**src/rtl/rx_pac_align.sv**
```systemverilog
// rx_pac_align: strips preamble/SFD from a GMII-style byte stream and decodes sync packets.
// Build with RX_PAC_ALIGN_STAT_EN defined to enable the PKT_CNT / ERR_CNT statistics.
module rx_pac_align #(
    parameter int unsigned PRE_MIN   = 2,
    parameter int unsigned MAX_LEN   = 2047,
    parameter logic [7:0]  SYNC_TYPE = 8'h01,
    parameter logic [23:0] TMO_CYC   = 24'd2500000
) (
    input  logic        CLK,
    input  logic        RST,
    input  logic [7:0]  PHY_RXD,
    input  logic        PHY_RX_DV,
    input  logic        PHY_RX_ER,
    output logic [7:0]  PA_RXD,
    output logic        PA_RX_DV,
    output logic        PA_RX_ER,
    output logic        PA_PAC_STP,
    output logic        PA_VP,
    output logic        PA_RX50HZ,
    output logic        PA_RX_OK,
    output logic [15:0] PKT_CNT,
    output logic [15:0] ERR_CNT
);

    localparam logic [1:0] ST_IDLE = 2'd0;
    localparam logic [1:0] ST_PRE  = 2'd1;
    localparam logic [1:0] ST_DATA = 2'd2;
    localparam logic [1:0] ST_DROP = 2'd3;

    localparam logic [7:0] PRE_BYTE = 8'h55;
    localparam logic [7:0] SFD_BYTE = 8'hD5;

    localparam int unsigned LW = $clog2(MAX_LEN + 1);
    localparam logic [LW-1:0] LEN_MAX = LW'(MAX_LEN);

    logic [1:0]    state;
    logic [2:0]    pre_cnt;
    logic [LW-1:0] len;
    logic          ovf;
    logic          pkt_err;
    logic [7:0]    byte0;
    logic          byte1_b0;
    logic [23:0]   wd_cnt;

    logic sfd_ok;
    logic fwd;
    logic pkt_end;
    logic sync_hit;

    assign sfd_ok   = (PHY_RXD == SFD_BYTE) && (pre_cnt >= 3'(PRE_MIN));
    assign fwd      = (state == ST_DATA) && PHY_RX_DV && (len != LEN_MAX);
    assign pkt_end  = (state == ST_DATA) && !PHY_RX_DV;
    assign sync_hit = pkt_end && (byte0 == SYNC_TYPE)
                      && (len > LW'(1)) && !pkt_err;

    // Framing FSM: preamble count, payload length, sticky error flags, sync bytes
    always_ff @(posedge CLK or posedge RST) begin
        if (RST) begin
            state    <= ST_IDLE;
            pre_cnt  <= '0;
            len      <= '0;
            ovf      <= 1'b0;
            pkt_err  <= 1'b0;
            byte0    <= '0;
            byte1_b0 <= 1'b0;
        end else begin
            unique case (state)
                ST_IDLE: begin
                    if (PHY_RX_DV) begin
                        if (PHY_RXD == PRE_BYTE) begin
                            state   <= ST_PRE;
                            pre_cnt <= 3'd1;
                        end else begin
                            state <= ST_DROP;
                        end
                    end
                end
                ST_PRE: begin
                    if (!PHY_RX_DV) begin
                        state <= ST_IDLE;
                    end else if (PHY_RXD == PRE_BYTE) begin
                        if (pre_cnt != 3'd7)
                            pre_cnt <= pre_cnt + 3'd1;
                    end else if (sfd_ok) begin
                        state   <= ST_DATA;
                        len     <= '0;
                        ovf     <= 1'b0;
                        pkt_err <= 1'b0;
                    end else begin
                        state <= ST_DROP;
                    end
                end
                ST_DATA: begin
                    if (!PHY_RX_DV) begin
                        state <= ST_IDLE;
                    end else begin
                        if (len == LEN_MAX) begin
                            ovf     <= 1'b1;
                            pkt_err <= 1'b1;
                        end else begin
                            len <= len + LW'(1);
                        end
                        if (PHY_RX_ER)
                            pkt_err <= 1'b1;
                        if (len == '0)
                            byte0 <= PHY_RXD;
                        if (len == LW'(1))
                            byte1_b0 <= PHY_RXD[0];
                    end
                end
                ST_DROP: begin
                    if (!PHY_RX_DV)
                        state <= ST_IDLE;
                end
                default: state <= ST_IDLE;
            endcase
        end
    end

    // Payload and strobes registered one cycle behind the PHY
    always_ff @(posedge CLK or posedge RST) begin
        if (RST) begin
            PA_RXD     <= '0;
            PA_RX_DV   <= 1'b0;
            PA_RX_ER   <= 1'b0;
            PA_PAC_STP <= 1'b0;
            PA_VP      <= 1'b0;
            PA_RX50HZ  <= 1'b0;
        end else begin
            PA_RXD     <= fwd ? PHY_RXD : 8'h00;
            PA_RX_DV   <= fwd;
            PA_RX_ER   <= (fwd && PHY_RX_ER) || (pkt_end && ovf);
            PA_PAC_STP <= pkt_end;
            PA_VP      <= sync_hit;
            if (sync_hit)
                PA_RX50HZ <= byte1_b0;
        end
    end

    // Link watchdog: cleared by each sync pulse, saturates at the timeout
    always_ff @(posedge CLK or posedge RST) begin
        if (RST)
            wd_cnt <= TMO_CYC;
        else if (PA_VP)
            wd_cnt <= '0;
        else if (wd_cnt < TMO_CYC)
            wd_cnt <= wd_cnt + 24'd1;
    end

    assign PA_RX_OK = (wd_cnt < TMO_CYC);

`ifdef RX_PAC_ALIGN_STAT_EN
    logic        drop_pre;
    logic        err_inc;
    logic [15:0] pkt_cnt;
    logic [15:0] err_cnt;

    assign drop_pre = (state == ST_PRE) && PHY_RX_DV
                      && (PHY_RXD != PRE_BYTE) && !sfd_ok;
    assign err_inc  = (pkt_end && pkt_err) || drop_pre;

    // Saturating good/bad packet counters
    always_ff @(posedge CLK or posedge RST) begin
        if (RST) begin
            pkt_cnt <= '0;
            err_cnt <= '0;
        end else begin
            if (pkt_end && !pkt_err && pkt_cnt != 16'hFFFF)
                pkt_cnt <= pkt_cnt + 16'd1;
            if (err_inc && err_cnt != 16'hFFFF)
                err_cnt <= err_cnt + 16'd1;
        end
    end

    assign PKT_CNT = pkt_cnt;
    assign ERR_CNT = err_cnt;
`else
    assign PKT_CNT = 16'h0000;
    assign ERR_CNT = 16'h0000;
`endif

endmodule

```
**config.mk**
```make
export PLATFORM = sky130hd
export DESIGN_NAME = rx_pac_align
export DESIGN_NICKNAME = d
export VERILOG_FILES = /design/src/rtl/rx_pac_align.sv
export SDC_FILE = /design/constraint.sdc
export NUM_CORES = 1
export LEC_CHECK = 0
export CORE_MARGIN = 3
export CORE_UTILIZATION = 57
export CTS_BUF_LIST = sky130_fd_sc_hd__clkbuf_4 sky130_fd_sc_hd__clkbuf_8 sky130_fd_sc_hd__clkbuf_16
export DETAILED_ROUTE_END_ITERATION = 6
export GPL_TIMING_DRIVEN = 0
export PLACE_DENSITY = 0.91
export SYNTH_ARGS = -nofsm -noshare
export SYNTH_HDL_FRONTEND = slang
export SYNTH_SLANG_ARGS = --single-unit
```
**constraint.sdc**
```tcl
create_clock -name CLK -period 4.64 [get_ports CLK]
set_input_delay 0.464 -clock CLK [delete_from_list [all_inputs] [get_ports CLK]]
set_output_delay 0.464 -clock CLK [all_outputs]
set_load 0.02 [all_outputs]
```
==> results of run 1 <==
## path summary, 6_finish.rpt
| check | end | slack [ns] | cells past startpoint |
|---|---|---|---|
| setup / recovery | PA_RX_OK | 1.72 | 6 |
| hold / removal | wd_cnt[9] | 0.43 | 2 |
| setup reg to reg | len[9] | 2.45 | 7 |
| hold reg to reg | ovf | 0.51 | 1 |
| max in group asynchronous | wd_cnt[18] | 3.58 | 3 |
| min in group CLK | ovf | 0.51 | 1 |
## cells in the final DEF, fill, tap and decap left out, types with 4 or more instances in the layout
cell type and n:
a21oi_1 13, and3_1 9, buf_4 32, clkbuf_8 9, clkdlybuf4s50_1 25, clkinv_2 5, conb_1 32, dfrtp_1 56
dfstp_2 8, ha_1 6, inv_1 9, mux2_1 4, mux2_2 11, nand2_1 24, nand3_1 13, nand4_1 4
nor2_1 29, nor2b_1 7, nor3_1 6, nor4_1 6, o21ai_0 13, o21ai_1 8, o31ai_1 5, or3_1 5
or4_1 4, xor2_1 7
## layout make-up
| class | instances | area (µm²) |
|---|---|---|
| tap | 72 | 90.09 |
| inverter | 11 | 41.29 |
| buffer | 38 | 279.0 |
| sequential | 64 | 1612 |
| timing repair buffer | 26 | 270.3 |
| clock inverter | 7 | 62.56 |
| multi-input combinational | 252 | 1604 |
| clock buffer | 9 | 123.9 |
| fill | 417 | 1559 |
## power groups by stage
stage	clock [mW]	combinational, mW	sequential (mW)
4_1_cts	0.464	0.335	0.737
6_report	0.457	0.336	0.740
2_1_floorplan	0	0.250	0.728
3_5_place_dp	0	0.329	0.746
3_3_place_gp	0	0.310	0.737
5_1_grt	0.496	0.373	0.751
## registers in the layout, indices dropped and copies added, names as in the netlist, 2 cells and up
register  flops
PA_RXD        8
pre_cnt       3
state         2
byte0         8
wd_cnt       24
len          11
## cell families (layout without fill, tap and decap cells)
kind of cell / Yosys count / in the layout / share of synthesized area
buffers and inverters: 49 / 91 / 0.09367
and+or+nand+nor: 124 / 124 / 0.1990
xor gates and xnor gates: 8 / 8 / 0.02049
AOI/OAI and AO/OA: 66 / 66 / 0.1401
adders and majority gates: 6 / 6 / 0.02195
DFF: 64 / 64 / 0.4713
muxes: 16 / 16 / 0.05232
other: 1 / 32 / 0.001097
## through the flow
step / total power, mW / util / hold WS (ns)
after floorplan: 0.9789 / - / 0.4668
after global placement: 1.047 / 0.6871 / 0.4787
after detailed placement: 1.075 / 0.6906 / 0.4885
after CTS: 1.537 / 0.7237 / 0.4430
after global routing: 1.620 / 0.7237 / 0.4641
final: 1.532 / 0.7237 / 0.4330
## worst register-to-register path, stage by stage, from the launching register on
cell and delay (ns):
dfrtp_1 0.47, ha_1 0.25, nand3_1 0.19, or4_1 0.42, buf_2 0.19, o211ai_4 0.34
o21ai_1 0.14, o41ai_1 0.08
## per-layer routing
layer  up-vias  part of all wire  track usage
li1       1275                 -            -
met1      1301              0.39       0.2599
met2        90              0.53       0.3827
met3        26             0.054      0.06811
met4         0             0.029      0.08187
met5         -                 0            0
==> results.md, run 1 <==
- Initial antenna violation count: 0
- Routed wire per std cell: 15.25 µm
- Worst Setup Path Type: reg -> out
- RSZ-0062 raised after global routing: false
- Area delta synth->final: 19.39%
- Worst R2R Start: len[0]
- Worst path cell trace: or4_4, a21oi_2, a21oi_2, buf_6, inv_2, clkdlybuf4s50_1
- Synthesis-stage register bit count: 64
- Buf/Inv on CP: 3
- Synth area leaders: dfrtp_1 41%, buf_4 7.0%, dfstp_2 6.1%
- Vias per inst: 5.620
- Top cell type by total area after synthesis: dfrtp_1
- Sinks on Clock Net: 64
- Syn avg cell area: 10.24 µm²
- Register area share after synthesis: 0.4713
- CP Launch Point: wd_cnt[22]
- Max-Cap Viols: 0
- Die X-Extent: 83.46 µm
- Synth top area share: 0.4098
- Warnings from Yosys: 0
- Worst Max-Slew Pin Slew: 0.5967 ns
- Layout cells sized above 1: 0.2162
- EDFF count, synth: 0
- Period Utilization, post-route: 0.6299
- Initial DRC count: 185
- Switch Pwr: 485.0 µW
- Vias in the first global route: 2660
- Count of final setup violators: 0
- Final Hold Fails: 0
- Run status: finished clean
- Hold WC Path Type: in -> async
- Internal: 1.047 mW
- Setup Buffers After CTS: 0
- Sequential Power Share: 0.483
- Peak VDD IR: 0.2725 mV
- Cell seen most often among critical-path stages: a21oi_2
- # rows: 27
- Most frequent cell after synthesis: dfrtp_1
- Tmin final: 2.923 ns
- Slew headroom: 0.5968
- CP startpoint kind: flip-flop
- Worst slack, placed: 2.093 ns
- Syn Inst Count: 334
- IO Count: 58
- Gr usage total: 0.2215
- # DRC: 0
- Gp weighted congestion: 0.8124
- Clock Skews: 0.005309 ns
- Post-route cell area: 4083 µm²
- Final ANT Viol Nets: 0
- Nets: 420
- Largest net degree at the start of global routing: 46
- FFs w/ async S/R, synth: 1.000
- Combinational power share: 0.219
- Clk pwr share: 0.298
- # H-tree levels: 3
- DP Area: 3896 µm²
- Final non-filler cell total: 479
- Worst Setup End Kind: output port
- Leakage power total: 1.902 nW
- Core Footprint: 5642 µm²
- Post-Route WL: 7305 µm
- Cts hold-fix bufs: 0
- Clk_lat worst skew: 0.34 ns
- Crit path DAT: 2.46 ns
- TritonCTS clock tree: done
- Max incr delay on CP: 0.61 ns
- Clock transition at path regs: 0.07 ns
- Synth cell types: 60
- P per Cell Area: 375.3 nW/µm²
- Die height: 83.46 µm
- Worst-path fanout max: 10
- Overflow after GRT: 0
- Starting Density: 0.6061
- Port bufs: 25
- Peak Freq: 342.1 MHz
- CTS-repair resized insts: 0
- CTS Buf Count: 9
- Worst endpoint required time: 4.18 ns
- Worst setup margin: 1.717 ns
- Top Family by Delay on Critical Path: buffers and inverters
- Count of final max-slew check failures: 0
- Post-synth top flop: dfrtp_1
- DRT Pass-1 Iters: 5
- Inst Count DP: 463
- Crit-path slowest cell: clkdlybuf4s50_1
- Global-route wire length before repair: 12380 µm
- Root buffer cell: clkbuf_8
- DP HPWL: 5115 µm
- Clock Tree Buf Depth: 2
- Sw frac: 0.3165
- Commonest cells in the netlist: 56 x dfrtp_1, 32 x buf_4, 29 x nor2_1
- Syn Std Cell Area: 3420 µm²
- Vias: 2692
- Die area: 6965 µm²
- Post-route setup TNS: 0 ns
- Ant diodes: 0
Note: power is estimated with default switching activity, not from simulation.
==> inputs of run 2 (changes only) <==
--- a/config.mk
+++ b/config.mk
@@ -6,11 +6,11 @@
 export NUM_CORES = 1
 export LEC_CHECK = 0
 export CORE_MARGIN = 3
-export CORE_UTILIZATION = 57
+export CORE_UTILIZATION = 53
 export CTS_BUF_LIST = sky130_fd_sc_hd__clkbuf_4 sky130_fd_sc_hd__clkbuf_8 sky130_fd_sc_hd__clkbuf_16
 export DETAILED_ROUTE_END_ITERATION = 6
 export GPL_TIMING_DRIVEN = 0
-export PLACE_DENSITY = 0.91
+export PLACE_DENSITY = 0.86
 export SYNTH_ARGS = -nofsm -noshare
 export SYNTH_HDL_FRONTEND = slang
 export SYNTH_SLANG_ARGS = --single-unit
==> constraint.sdc (replaced) <==
create_clock -name CLK -period 2.7 [get_ports CLK]
set_input_delay 0.27 -clock CLK [delete_from_list [all_inputs] [get_ports CLK]]
set_output_delay 0.27 -clock CLK [all_outputs]
set_load 0.02 [all_outputs]
==> results.md, run 2 (synthesis gave the netlist of run 1 again) <==
- # H-tree levels: 3 (unchanged)
- Setup Buffers After CTS: 0 (unchanged)
- Worst slack, placed: 0.3236 ns (-1.770 ns)
- Routed wire per std cell: 14.47 µm (-5.1%)
- Root buffer cell: clkbuf_8
- Period Utilization, post-route: 0.9141
- Nets: 420 (unchanged)
- Run status: finished clean
- Slew headroom: 0.6068 (+0.009993)
- Worst Setup End Kind: output port
- Die height: 86.33 µm (+3.4%)
- Clock transition at path regs: 0.07 ns (about the same)
- Fillers: 483 (+16%)
- Count of final setup violators: 0 (unchanged)
- Die X-Extent: 86.33 µm (+3.4%)
- Vias in the first global route: 2541 (-4.5%)
- Tmin final: 2.468 ns
- Clk_lat worst skew: 0.34 ns (about the same)
- Max-Cap Viols: 0 (unchanged)
- Area delta synth->final: 19.72%
- DP HPWL: 5147 µm (+0.64%)
- R2R setup slack: 0.51 ns (-1.94 ns)
- TritonCTS clock tree: done
- IO Count: 58 (unchanged)
- Port bufs: 25 (unchanged)
- Leakage power total: 1.901 nW (about the same)
- RSZ-0062 raised after global routing: false
- Initial antenna violation count: 0 (unchanged)
- Sinks on Clock Net: 64 (unchanged)
- Ant diodes: 0 (unchanged)
- Vias per inst: 5.407 (-3.8%)
- Largest net degree at the start of global routing: 42 (-8.7%)
- Crit path DAT: 2.20 ns (-0.26 ns)
- Final Power: 2.644 mW (+73%)
- # rows: 28 (+3.7%)
- Core Footprint: 6096 µm² (+8.1%)
- # DRC: 0 (unchanged)
- Peak Freq: 405.2 MHz
- Worst endpoint required time: 2.43 ns (-1.75 ns)
- R2R depth: 5 (-2)
- Starting Density: 0.5610 (-0.04516)
- Vias: 2601 (-3.4%)
- Peak VDD IR: 0.4193 mV (+54%)
- Biggest register: wd_cnt
- Hold WC Path Type: in -> async
- Final non-filler cell total: 481 (+0.42%)
- P per Cell Area: 645.8 nW/µm² (+72%)
- Overflow after GRT: 0 (unchanged)
- CP startpoint kind: flip-flop
- Hold Slack: 0.2951 ns (-0.1379 ns)
- DRT Pass-1 Iters: 4 (-1)
- Most common cell after layout, fill and taps aside: dfrtp_1
- Clock Tree Buf Depth: 2 (unchanged)
- Cts hold-fix bufs: 0 (unchanged)
- Die area: 7452 µm² (+7.0%)
- Gr usage total: 0.2051 (-0.01646)
- Most frequent cells in the layout: 56 x dfrtp_1, 32 x buf_4, 32 x conb_1, 29 x nor2_1
- Layout cells sized above 1: 0.2143 (-0.001931)
- Largest register FFs: 24 (unchanged)
- Initial DRC count: 112 (-39%)
- Clock Skews: 0.01305 ns (+0.007744 ns)
- Reg2reg end: wd_cnt[15]
- Gp weighted congestion: 0.8483 (+4.4%)
- Final ANT Viol Nets: 0 (unchanged)
- Count of final max-slew check failures: 0 (unchanged)
- Worst setup margin: 0.2321 ns (-1.485 ns)
- Inst Count DP: 466 (+0.65%)
- Final Hold Fails: 0 (unchanged)
- Post-Route WL: 6960 µm (-4.7%)
- CTS Buf Count: 9 (unchanged)
- Top Registers: wd_cnt: 24 flops, len: 11 flops
- Worst Max-Slew Pin Slew: 0.5878 ns (-0.008864 ns)
- Worst-path fanout max: 10 (unchanged)
- Worst R2R Start: wd_cnt[5]
- Global-route wire length before repair: 12040 µm (-2.7%)
- Worst Setup Path Type: reg -> out
-- run 2: metrics by stage --
stage	TNS (ns)	instance area (µm²)	util
after detailed placement	0	3900	0.6398
after CTS	0	4094	0.6716
after floorplan	0	3536	-
after global routing	0	4094	0.6716
final	0	4094	0.6716
after global placement	-12.24	3880	0.6365
-- run 2: critical path: stages (launching register included) --
cell           delay, ns
dfrtp_1             0.43
or4_4               0.57
a21oi_2             0.15
a21oi_2             0.11
buf_6               0.16
inv_2               0.10
dlygate4sd2_1       0.34
-- run 2: cell type report --
cell class                      count  area [µm²]  share of cell area
Clock inverter                      3       42.54             0.01039
Clock buffer                       12       152.6             0.03729
Buffer                             38       279.0             0.06815
Sequential cell                    64        1612              0.3936
Multi-Input combinational cell    252        1604              0.3918
Inverter                           11       41.29             0.01009
Tap cell                           75       93.84             0.02292
Timing Repair Buffer               26       269.0             0.06571
-- run 2: metal layers --
layer | track usage | share of wire | up-vias
met4 | 0.06374 | 0.0088 | 0
met1 | 0.2551 | 0.42 | 1272
li1 | - | - | 1278
met2 | 0.3435 | 0.54 | 44
met5 | 0 | 0 | -
met3 | 0.06179 | 0.038 | 7
-- run 2: power breakdown --
part / internal, mW / switching (mW)
combinational: 0.256 / 0.305
clock: 0.466 / 0.351
sequential: 1.12 / 0.142
-- run 2: worst max path at each step --
stage,startpoint,to
2_1_floorplan,wd_cnt[22],wd_cnt[13]
3_3_place_gp,RST,pre_cnt[1]
3_5_place_dp,wd_cnt[22],PA_RX_OK
4_1_cts,wd_cnt[22],PA_RX_OK
5_1_grt,wd_cnt[22],PA_RX_OK
6_report,wd_cnt[22],PA_RX_OK
-- run 2: repair_timing --
| action | in CTS | in global routing |
|---|---|---|
| hold endpoints to repair | 0 | 0 |
| setup endpoints to repair | 1 | 0 |
| resized for setup | 1 | 0 |
